==> config.mk <==
export PLATFORM = sky130hd
export DESIGN_NAME = serial_to_parallel_rx_flat
export DESIGN_NICKNAME = d
export VERILOG_FILES = /design/src/rtl/phy_rx_pkg.sv /design/src/rtl/serial_to_parallel_rx_if.sv /design/src/rtl/serial_to_parallel_rx_shift8.sv /design/src/rtl/serial_to_parallel_rx.sv /design/src/flat_wrapper.sv
export SDC_FILE = /design/constraint.sdc
export NUM_CORES = 1
export LEC_CHECK = 0
export BUFFER_PORTS_ARGS = -buffer_cell sky130_fd_sc_hd__buf_4
export CAP_MARGIN = 20
export CORE_UTILIZATION = 40
export CTS_CLUSTER_DIAMETER = 80
export DETAILED_ROUTE_END_ITERATION = 8
export GPL_TIMING_DRIVEN = 0
export SYNTH_ARGS = -nofsm -noshare
export SYNTH_HDL_FRONTEND = slang
export SYNTH_SLANG_ARGS = --single-unit
export TNS_END_PERCENT = 20
==> constraint.sdc <==
create_clock -name clk_32f -period 4.15 [get_ports clk_32f]
set_input_delay 0.415 -clock clk_32f [delete_from_list [all_inputs] [get_ports clk_32f]]
set_output_delay 0.415 -clock clk_32f [all_outputs]
set_load 0.05 [all_outputs]
==> src/rtl/phy_rx_pkg.sv <==
// Shared receive-path definitions: alignment symbol, lock depth and FSM states.
// The lane demux stage imports the same COM definition.
package phy_rx_pkg;

  localparam logic [7:0] COM              = 8'hBC;
  localparam int         COM_LOCK_DEFAULT = 4;

  typedef enum logic [1:0] {
    HUNT   = 2'd0,
    ALIGN  = 2'd1,
    ACTIVE = 2'd2
  } rx_state_e;

  function automatic logic is_com(input logic [7:0] b);
    return b == COM;
  endfunction

endpackage

==> src/rtl/serial_to_parallel_rx_if.sv <==
// Serial-in / byte-out bundle of the receive converter.
// slave is the converter side, master is whoever drives the line and consumes bytes.
interface serial_to_parallel_rx_if;

  logic       data_in;
  logic [7:0] data_out;
  logic       valid_out;
  logic       byte_strb;
  logic       active;

  modport master (
    output data_in,
    input  data_out,
    input  valid_out,
    input  byte_strb,
    input  active
  );

  modport slave (
    input  data_in,
    output data_out,
    output valid_out,
    output byte_strb,
    output active
  );

endinterface

==> src/rtl/serial_to_parallel_rx_shift8.sv <==
// 8-bit MSB-first shift register; cand is the byte ending with the bit on data_in.
// Only seven history bits are stored since the oldest one is never observable.
module rx_shift8 (
  input  logic       clk_32f,
  input  logic       reset,
  input  logic       data_in,
  output logic [7:0] cand
);

  logic [6:0] sr_reg;

  assign cand[0] = data_in;

  for (genvar gi = 1; gi < 8; gi++) begin : g_tap
    assign cand[gi] = sr_reg[gi-1];
  end

  always_ff @(posedge clk_32f) begin
    if (reset) begin
      sr_reg <= '0;
    end else begin
      sr_reg <= cand[6:0];
    end
  end

endmodule

==> src/rtl/serial_to_parallel_rx.sv <==
// Receive serial-to-parallel converter: hunts COM at any bit offset, locks after
// COM_LOCK aligned COMs, then emits one byte per 8 bit-times (COM idles reported invalid).
module serial_to_parallel_rx
  import phy_rx_pkg::*;
#(
  parameter int COM_LOCK = COM_LOCK_DEFAULT
) (
  input  logic                    clk_32f,
  input  logic                    reset,
  serial_to_parallel_rx_if.slave  rx
);

  localparam logic [3:0] LOCK_CNT = 4'(COM_LOCK);

  logic [7:0] cand;
  rx_state_e  state_reg;
  logic [2:0] bit_cnt_reg;
  logic [3:0] com_cnt_reg;
  logic [7:0] data_out_reg;
  logic       valid_out_reg;
  logic       byte_strb_reg;
  logic       active_reg;
  logic       boundary;
  logic       cand_is_com;

  rx_shift8 u_shift (
    .clk_32f (clk_32f),
    .reset   (reset),
    .data_in (rx.data_in),
    .cand    (cand)
  );

  assign boundary    = (bit_cnt_reg == 3'd7);
  assign cand_is_com = is_com(cand);

  always_ff @(posedge clk_32f) begin
    if (reset) begin
      state_reg     <= HUNT;
      bit_cnt_reg   <= '0;
      com_cnt_reg   <= '0;
      data_out_reg  <= '0;
      valid_out_reg <= 1'b0;
      byte_strb_reg <= 1'b0;
      active_reg    <= 1'b0;
    end else begin
      byte_strb_reg <= 1'b0;
      case (state_reg)
        HUNT: begin
          if (cand_is_com) begin
            bit_cnt_reg <= '0;
            if (LOCK_CNT == 4'd1) begin
              state_reg   <= ACTIVE;
              active_reg  <= 1'b1;
              com_cnt_reg <= '0;
            end else begin
              state_reg   <= ALIGN;
              com_cnt_reg <= 4'd1;
            end
          end
        end
        ALIGN: begin
          bit_cnt_reg <= bit_cnt_reg + 3'd1;
          if (boundary) begin
            if (cand_is_com) begin
              if (com_cnt_reg + 4'd1 == LOCK_CNT) begin
                state_reg   <= ACTIVE;
                active_reg  <= 1'b1;
                com_cnt_reg <= '0;
              end else begin
                com_cnt_reg <= com_cnt_reg + 4'd1;
              end
            end else begin
              // Misaligned byte: drop back; the next hunt window starts next cycle.
              state_reg   <= HUNT;
              com_cnt_reg <= '0;
            end
          end
        end
        ACTIVE: begin
          // No resync once locked; only reset leaves this state.
          bit_cnt_reg <= bit_cnt_reg + 3'd1;
          if (boundary) begin
            data_out_reg  <= cand;
            valid_out_reg <= !cand_is_com;
            byte_strb_reg <= 1'b1;
          end
        end
        default: begin
          state_reg <= HUNT;
        end
      endcase
    end
  end

  assign rx.data_out  = data_out_reg;
  assign rx.valid_out = valid_out_reg;
  assign rx.byte_strb = byte_strb_reg;
  assign rx.active    = active_reg;

endmodule
==> src/flat_wrapper.sv <==
// flat-port wrapper written by rule: the top's interface ports become plain ports
module serial_to_parallel_rx_flat import phy_rx_pkg::*;
#(
  parameter int COM_LOCK = COM_LOCK_DEFAULT
)
  (clk_32f, reset, rx_data_in, rx_data_out, rx_valid_out, rx_byte_strb, rx_active);
  serial_to_parallel_rx_if rx_i ();
  input  logic clk_32f;
  input  logic reset;
  input wire logic [$bits(rx_i.data_in)-1:0] rx_data_in;
  output wire logic [$bits(rx_i.data_out)-1:0] rx_data_out;
  output wire logic [$bits(rx_i.valid_out)-1:0] rx_valid_out;
  output wire logic [$bits(rx_i.byte_strb)-1:0] rx_byte_strb;
  output wire logic [$bits(rx_i.active)-1:0] rx_active;
  assign rx_i.data_in = rx_data_in;
  assign rx_data_out = rx_i.data_out;
  assign rx_valid_out = rx_i.valid_out;
  assign rx_byte_strb = rx_i.byte_strb;
  assign rx_active = rx_i.active;
  serial_to_parallel_rx #(.COM_LOCK(COM_LOCK)) u_core (.clk_32f(clk_32f), .reset(reset), .rx(rx_i));
endmodule
**Word level (Yosys, flattened, before mapping)**

Cells that the tools add are included.

- Register bits: 27
- Output and inout bits: 11

- Add/sub/neg operators: 2
- Eq/ne operators: 8
- Mux-type cells: 13
- Bitwise operators: 1
- Reduce and logical (&&, ||, !) cells: 11

Operator list:

| operator | number |
|---|---|
| 2-to-1 mux 4 bit | 4 |
| equality test 8 bit, second input constant | 1 |
| 2-to-1 mux 2 bit | 4 |
| case mux 4 bit (2 select lines) | 1 |
| AND reduction 4 bit | 2 |
| case mux 2 bit (3 select lines) | 1 |
| case mux 3 bit (2 select lines) | 1 |
| adder 4 x 1 -> 4 bit, second input constant | 1 |
| equality test 4 x 3 -> 1 bit, second input constant | 1 |
| != test 2 x 1 -> 1 bit, second input constant | 2 |
| AND reduction 2 bit | 2 |
| nonzero test 2 bit | 2 |
| OR reduction 2 bit | 2 |
| adder 3 x 1 -> 3 bit, second input constant | 1 |
| equality test 3 bit, second input constant | 1 |
| 2-to-1 mux 3 bit | 1 |
| != test 3 bit, second input constant | 1 |
| AND reduction 3 bit | 1 |
| equality test 2 x 1 -> 1 bit, second input constant | 1 |
| equality test 2 bit, second input constant | 1 |
| logical NOT 2 bit | 1 |
| logical NOT 1 bit | 1 |
| 2-to-1 mux 1 bit | 1 |
| inverter 1 bit | 1 |

**Depth between registers and ports, before layout**

- Depth after elaboration: 6
- Depth in mapped cells: 6
- Mapped depth without buffers: 6

**By module**

A second synthesis with hierarchy kept.

- Cells, all modules: 134
- Area total of the unflattened synthesis: 1,212.4 um2

By module, submodules not included:

| module | times used | cells an instance | area an instance (um2) | sequential area each (um2) |
|---|---|---|---|---|
| serial_to_parallel_rx | 1 | 119 | 1,021.0 | 400.4 |
| rx_shift8 | 1 | 15 | 191.4 | 140.1 |

**Least setup slack after synthesis**

OpenSTA, ideal clock, no wires.

- Path kind: input-to-reg
- Start point: in rx_data_in
- End point: reg u_core.com_cnt_reg[3]
- Library setup time: 70 ps
- Arrival: 1,628 ps
- Setup slack: 2,451 ps
- Stages on the path: 5
- Cells stage by stage: and4bb_2 -> nand2_2 -> a211o_1 -> or4_1 -> a21oi_1

- Longest elaborated chain between the ends: 4
- Elaborated cells between the ends (all ways): 6

RTL lines:

| element | RTL line | RTL |
|---|---|---|
| start: declaration | flat_wrapper.sv:10 | `input wire logic [$bits(rx_i.data_in)-1:0] rx_data_in;` |
| equality test 8 bit * | phy_rx_pkg.sv:15 | `return b == COM;` |
| 2-to-1 mux 4 bit | serial_to_parallel_rx.sv:64 | `if (cand_is_com) begin` |
| 2-to-1 mux 4 bit | serial_to_parallel_rx.sv:63 | `if (boundary) begin` |
| case mux 4 bit (2 select lines) | serial_to_parallel_rx.sv:47 | `case (state_reg)` |
| end signal: assignment | serial_to_parallel_rx.sv:70 | `com_cnt_reg <= com_cnt_reg + 4'd1;` |
| end: declaration | serial_to_parallel_rx.sv:18 | `logic [3:0] com_cnt_reg;` |

Every way passes the cells marked *; elsewhere a longest branch is shown, timed or not. The select of a mux whose other input is x is not followed.
A chain may end at the register's enable or synchronous reset.

**Worst setup path after layout**

- Start point: reg u_core.state_reg[1]
- End point: reg u_core.com_cnt_reg[3]

- Longest elaborated chain between the ends: 3
- Elaborated cells between the ends (all ways): 7

RTL lines:

| element | RTL line | RTL |
|---|---|---|
| start: declaration | serial_to_parallel_rx.sv:16 | `rx_state_e state_reg;` |
| start signal: assignment | serial_to_parallel_rx.sv:38 | `state_reg <= HUNT;` |
| start signal: assignment | serial_to_parallel_rx.sv:52 | `state_reg <= ACTIVE;` |
| start signal: assignment | serial_to_parallel_rx.sv:56 | `state_reg <= ALIGN;` |
| equality test 2 x 1 -> 1 bit / logical NOT 2 bit (equally long branches) | serial_to_parallel_rx.sv:47 |  |
| != test 2 x 1 -> 1 bit (no line) / nonzero test 2 bit (equally long branches) | - |  |
| AND reduction 3 bit (no line) | - |  |

Parallel ways exist; a longest one is shown, timed or not.

==> results.txt <==
The flow ran to the end, and the final reports show no timing, DRC or antenna violations. The synthesized design contains 27 register bits. The count of buffers added on input and output ports is 12. The run gives 3 as the number of CTS-inserted buffers. The worst path needs 1.857 ns of the cycle, external delays included. The maximum achievable frequency was 538.4 MHz; the core region area was 2734 µm². The number of max-slew violations in the final report is 0, and the average routed wire per standard cell is 11.56 µm.

The tools report the number of DRC markers in iteration 0 as 28. The data arrival time of the critical path is 2.13 ns, and the number of antenna violations at the first check in global routing is 0. TritonCTS built the clock tree. VDD sags by at most 0.3277 mV. The total die area was 3077 µm²; the synthesized area was 1144 µm². The library cell used most frequently in the layout, excluding fill and tap cells, is sky130_fd_sc_hd__nand2_1. The register with the most flip-flops in the layout has 8 of them. From synthesis to final layout, the design area changed by 13.90%. In this run the clock root is driven by a sky130_fd_sc_hd__clkbuf_4. The sum of routed wire length over all layers is 2069 µm. The fraction of layout cells with a size suffix above 1 is 12.84%, and the setup-violating endpoint count in the final report is 0.

Clock-pin slew was measured on the worst setup and hold paths at 0.14 ns. The die width is 55.47 µm. The net count of the mapped netlist is 143.

Yosys mapped a number of flops with a built-in enable equal to 0. The final number of hold-violating endpoints came out at 0. Power spread over the standard cell area amounts to 294.6 nW/µm². Setup repair after global routing left no endpoint under its margin.

Post-route clock skew: 0.005385 ns. The detail route stage leaves a number of antenna-violating nets equal to 0. The largest fanout on the critical path works out to 5. With fillers left out, the area of the finished cells amounts to 1303 µm². For the final routed database, the setup TNS stands at 0 ns. Post-CTS timing repair inserted 0 buffers for setup.

In this run the static leakage power is 0.5088 nW. The total half-perimeter wirelength after legalization and detailed placement is 1562 µm. The final estimated routing congestion in global placement was 0.7598; the slew of the pin with the lowest slew margin was 0.4900 ns. After floorplanning, the core was divided into 19 placement rows. Yosys printed 0 warnings.

The tools report the initial cell density of the core as 41.83%. Measured in cells, the most critical reg-to-reg path has a length of 6. Of the synthesized area, sequential elements account for 47.26%. Die boundary height: 55.47 µm. The logs give 0 for the number of hold buffers added after cts and 67.34% for the headroom to the max-slew limit.

The number of antenna diodes was 0; the worst hold slack across all endpoints was 0.3075 ns. The synthesized area per cell came out at 8.664 µm². The most used flip-flop cell after synthesis is sky130_fd_sc_hd__dfxtp_1. The type of element capturing the critical path was a flip-flop. The clock latency on the worst-skew pair is 0.33 ns, and the vias after detailed routing is 911. The logs give 2.29 ns for the worst setup slack for register-to-register paths and 160 for the final net count. After detailed routing, the number of remaining DRC violations is 0. The count of unique library cells instantiated by Yosys is 26. The worst hold path cell count is 2, and the via density per instance is 5.089. The longest clock path from root to sink contains 2 buffers.

The pin count of the biggest net entering global routing came out at 17. The max capacitance violation total was 0. The post-route clock period utilization came out at 44.76%.

The total power was 0.3837 mW. The deepest level of the CTS H-tree is 1, and the share of synthesized registers carrying an async set or reset is 0%. Global routing used 15.02% of the available tracks. The class of the most critical hold timing path was input port to flip-flop. The top cell types in the final layout, fill and taps aside, are 28 x sky130_fd_sc_hd__nand2_1, 27 x sky130_fd_sc_hd__dfxtp_1, 17 x sky130_fd_sc_hd__a21oi_1. The run gives 837 as the number of global-route vias before repair. Synthesis produced a netlist whose cell count is 132. The run gives 0 as the number of gates resized after CTS. For the worst setup path, the data required time is 4.42 ns. By startpoint and endpoint, the worst setup path is classified as flip-flop to flip-flop. The first global-routing pass estimated 3636 µm of wire. The critical path startpoint category was a flip-flop.

The tree built by TritonCTS fans out to 27 sinks. The pre-antenna-repair detailed-routing pass consisted of 4 iterations. In this run the count of I/O pins placed on the die edge is 14.

The total overflow left after global routing is 0. After detailed placement, the total cell area comes to 1272 µm².
-- per-layer routing --
layer	up-vias	track usage, %	wire (µm)
met3	2	5.152	85
met4	0	4.286	18
met2	16	25.30	985
met5	-	0	0
met1	413	18.09	979
li1	480	-	-
-- cell type report --
class	instances	area (µm²)
well taps	31	38.79
fillers	277	1431
clock buffers	3	22.52
inverters	5	18.77
plain buffers	4	15.01
clock inverters	1	7.507
multi-input cells	96	569.3
repair buffers	12	90.09
flip-flops and latches	27	540.5
-- cells in the mapped netlist, types with 2 or more instances --
library cell / instances / share of area (%)
sky130_fd_sc_hd__and2_1: 2 / 1.1
sky130_fd_sc_hd__a21oi_1: 17 / 7.4
sky130_fd_sc_hd__ha_1: 8 / 8.8
sky130_fd_sc_hd__o21ai_0: 4 / 1.8
sky130_fd_sc_hd__nand3_1: 4 / 1.8
sky130_fd_sc_hd__nand2_1: 28 / 9.2
sky130_fd_sc_hd__nor2_1: 5 / 1.6
sky130_fd_sc_hd__nor2b_1: 9 / 4.9
sky130_fd_sc_hd__inv_1: 5 / 1.6
sky130_fd_sc_hd__dfxtp_1: 27 / 47
sky130_fd_sc_hd__nand2b_1: 2 / 1.1
sky130_fd_sc_hd__a211oi_1: 4 / 2.6
sky130_fd_sc_hd__clkbuf_1: 4 / 1.3
-- kinds of logic (layout without fill, tap and decap cells) --
family | after synthesis | count (layout) | share of synthesized area (%)
compound gates | 31 | 31 | 16.19
fa+ha+maj | 8 | 8 | 8.753
buf+inv | 9 | 25 | 2.954
flops | 27 | 27 | 47.26
mux | 1 | 1 | 0.8753
simple gates | 56 | 56 | 23.96
-- path summary, 6_finish.rpt --
kind / from / endpoint
min: rx_data_in / u_core.u_shift.sr_reg[0]$_SDFF_PP0_
max reg2reg: u_core.state_reg[1]$_SDFFE_PP0P_ / u_core.com_cnt_reg[3]$_SDFFE_PP0P_
max: u_core.state_reg[1]$_SDFFE_PP0P_ / u_core.com_cnt_reg[3]$_SDFFE_PP0P_
min reg2reg: u_core.u_shift.sr_reg[6]$_SDFF_PP0_ / u_core.rx.data_out[7]$_SDFFE_PP0P_
-- per-stage QoR --
stage	cells	worst slack [ns]	utilization [%]
2_1_floorplan	132	2.451	-
3_3_place_gp	175	2.240	46.54
3_5_place_dp	175	2.199	46.54
4_1_cts	179	2.278	47.64
5_1_grt	179	2.200	47.64
6_report	179	2.293	47.64
-- worst max-delay path, stage by stage (launching register included) --
cell                      delay, ns
sky130_fd_sc_hd__dfxtp_1       0.41
sky130_fd_sc_hd__inv_1         0.08
sky130_fd_sc_hd__ha_1          0.24
sky130_fd_sc_hd__nor2b_1       0.20
sky130_fd_sc_hd__a211o_1       0.35
sky130_fd_sc_hd__or4_1         0.41
sky130_fd_sc_hd__a21oi_1       0.12
-- power by group --
| group | switching [mW] | internal (mW) | leakage [nW] |
|---|---|---|---|
| Sequential | 0.000979 | 0.261 | 0.218 |
| Clock | 0.0772 | 0.0369 | 0.0139 |
| Combinational | 0.00534 | 0.00250 | 0.277 |
| Total | 0.0835 | 0.300 | 0.509 |
No activity file was read; power rests on OpenSTA's default activity.
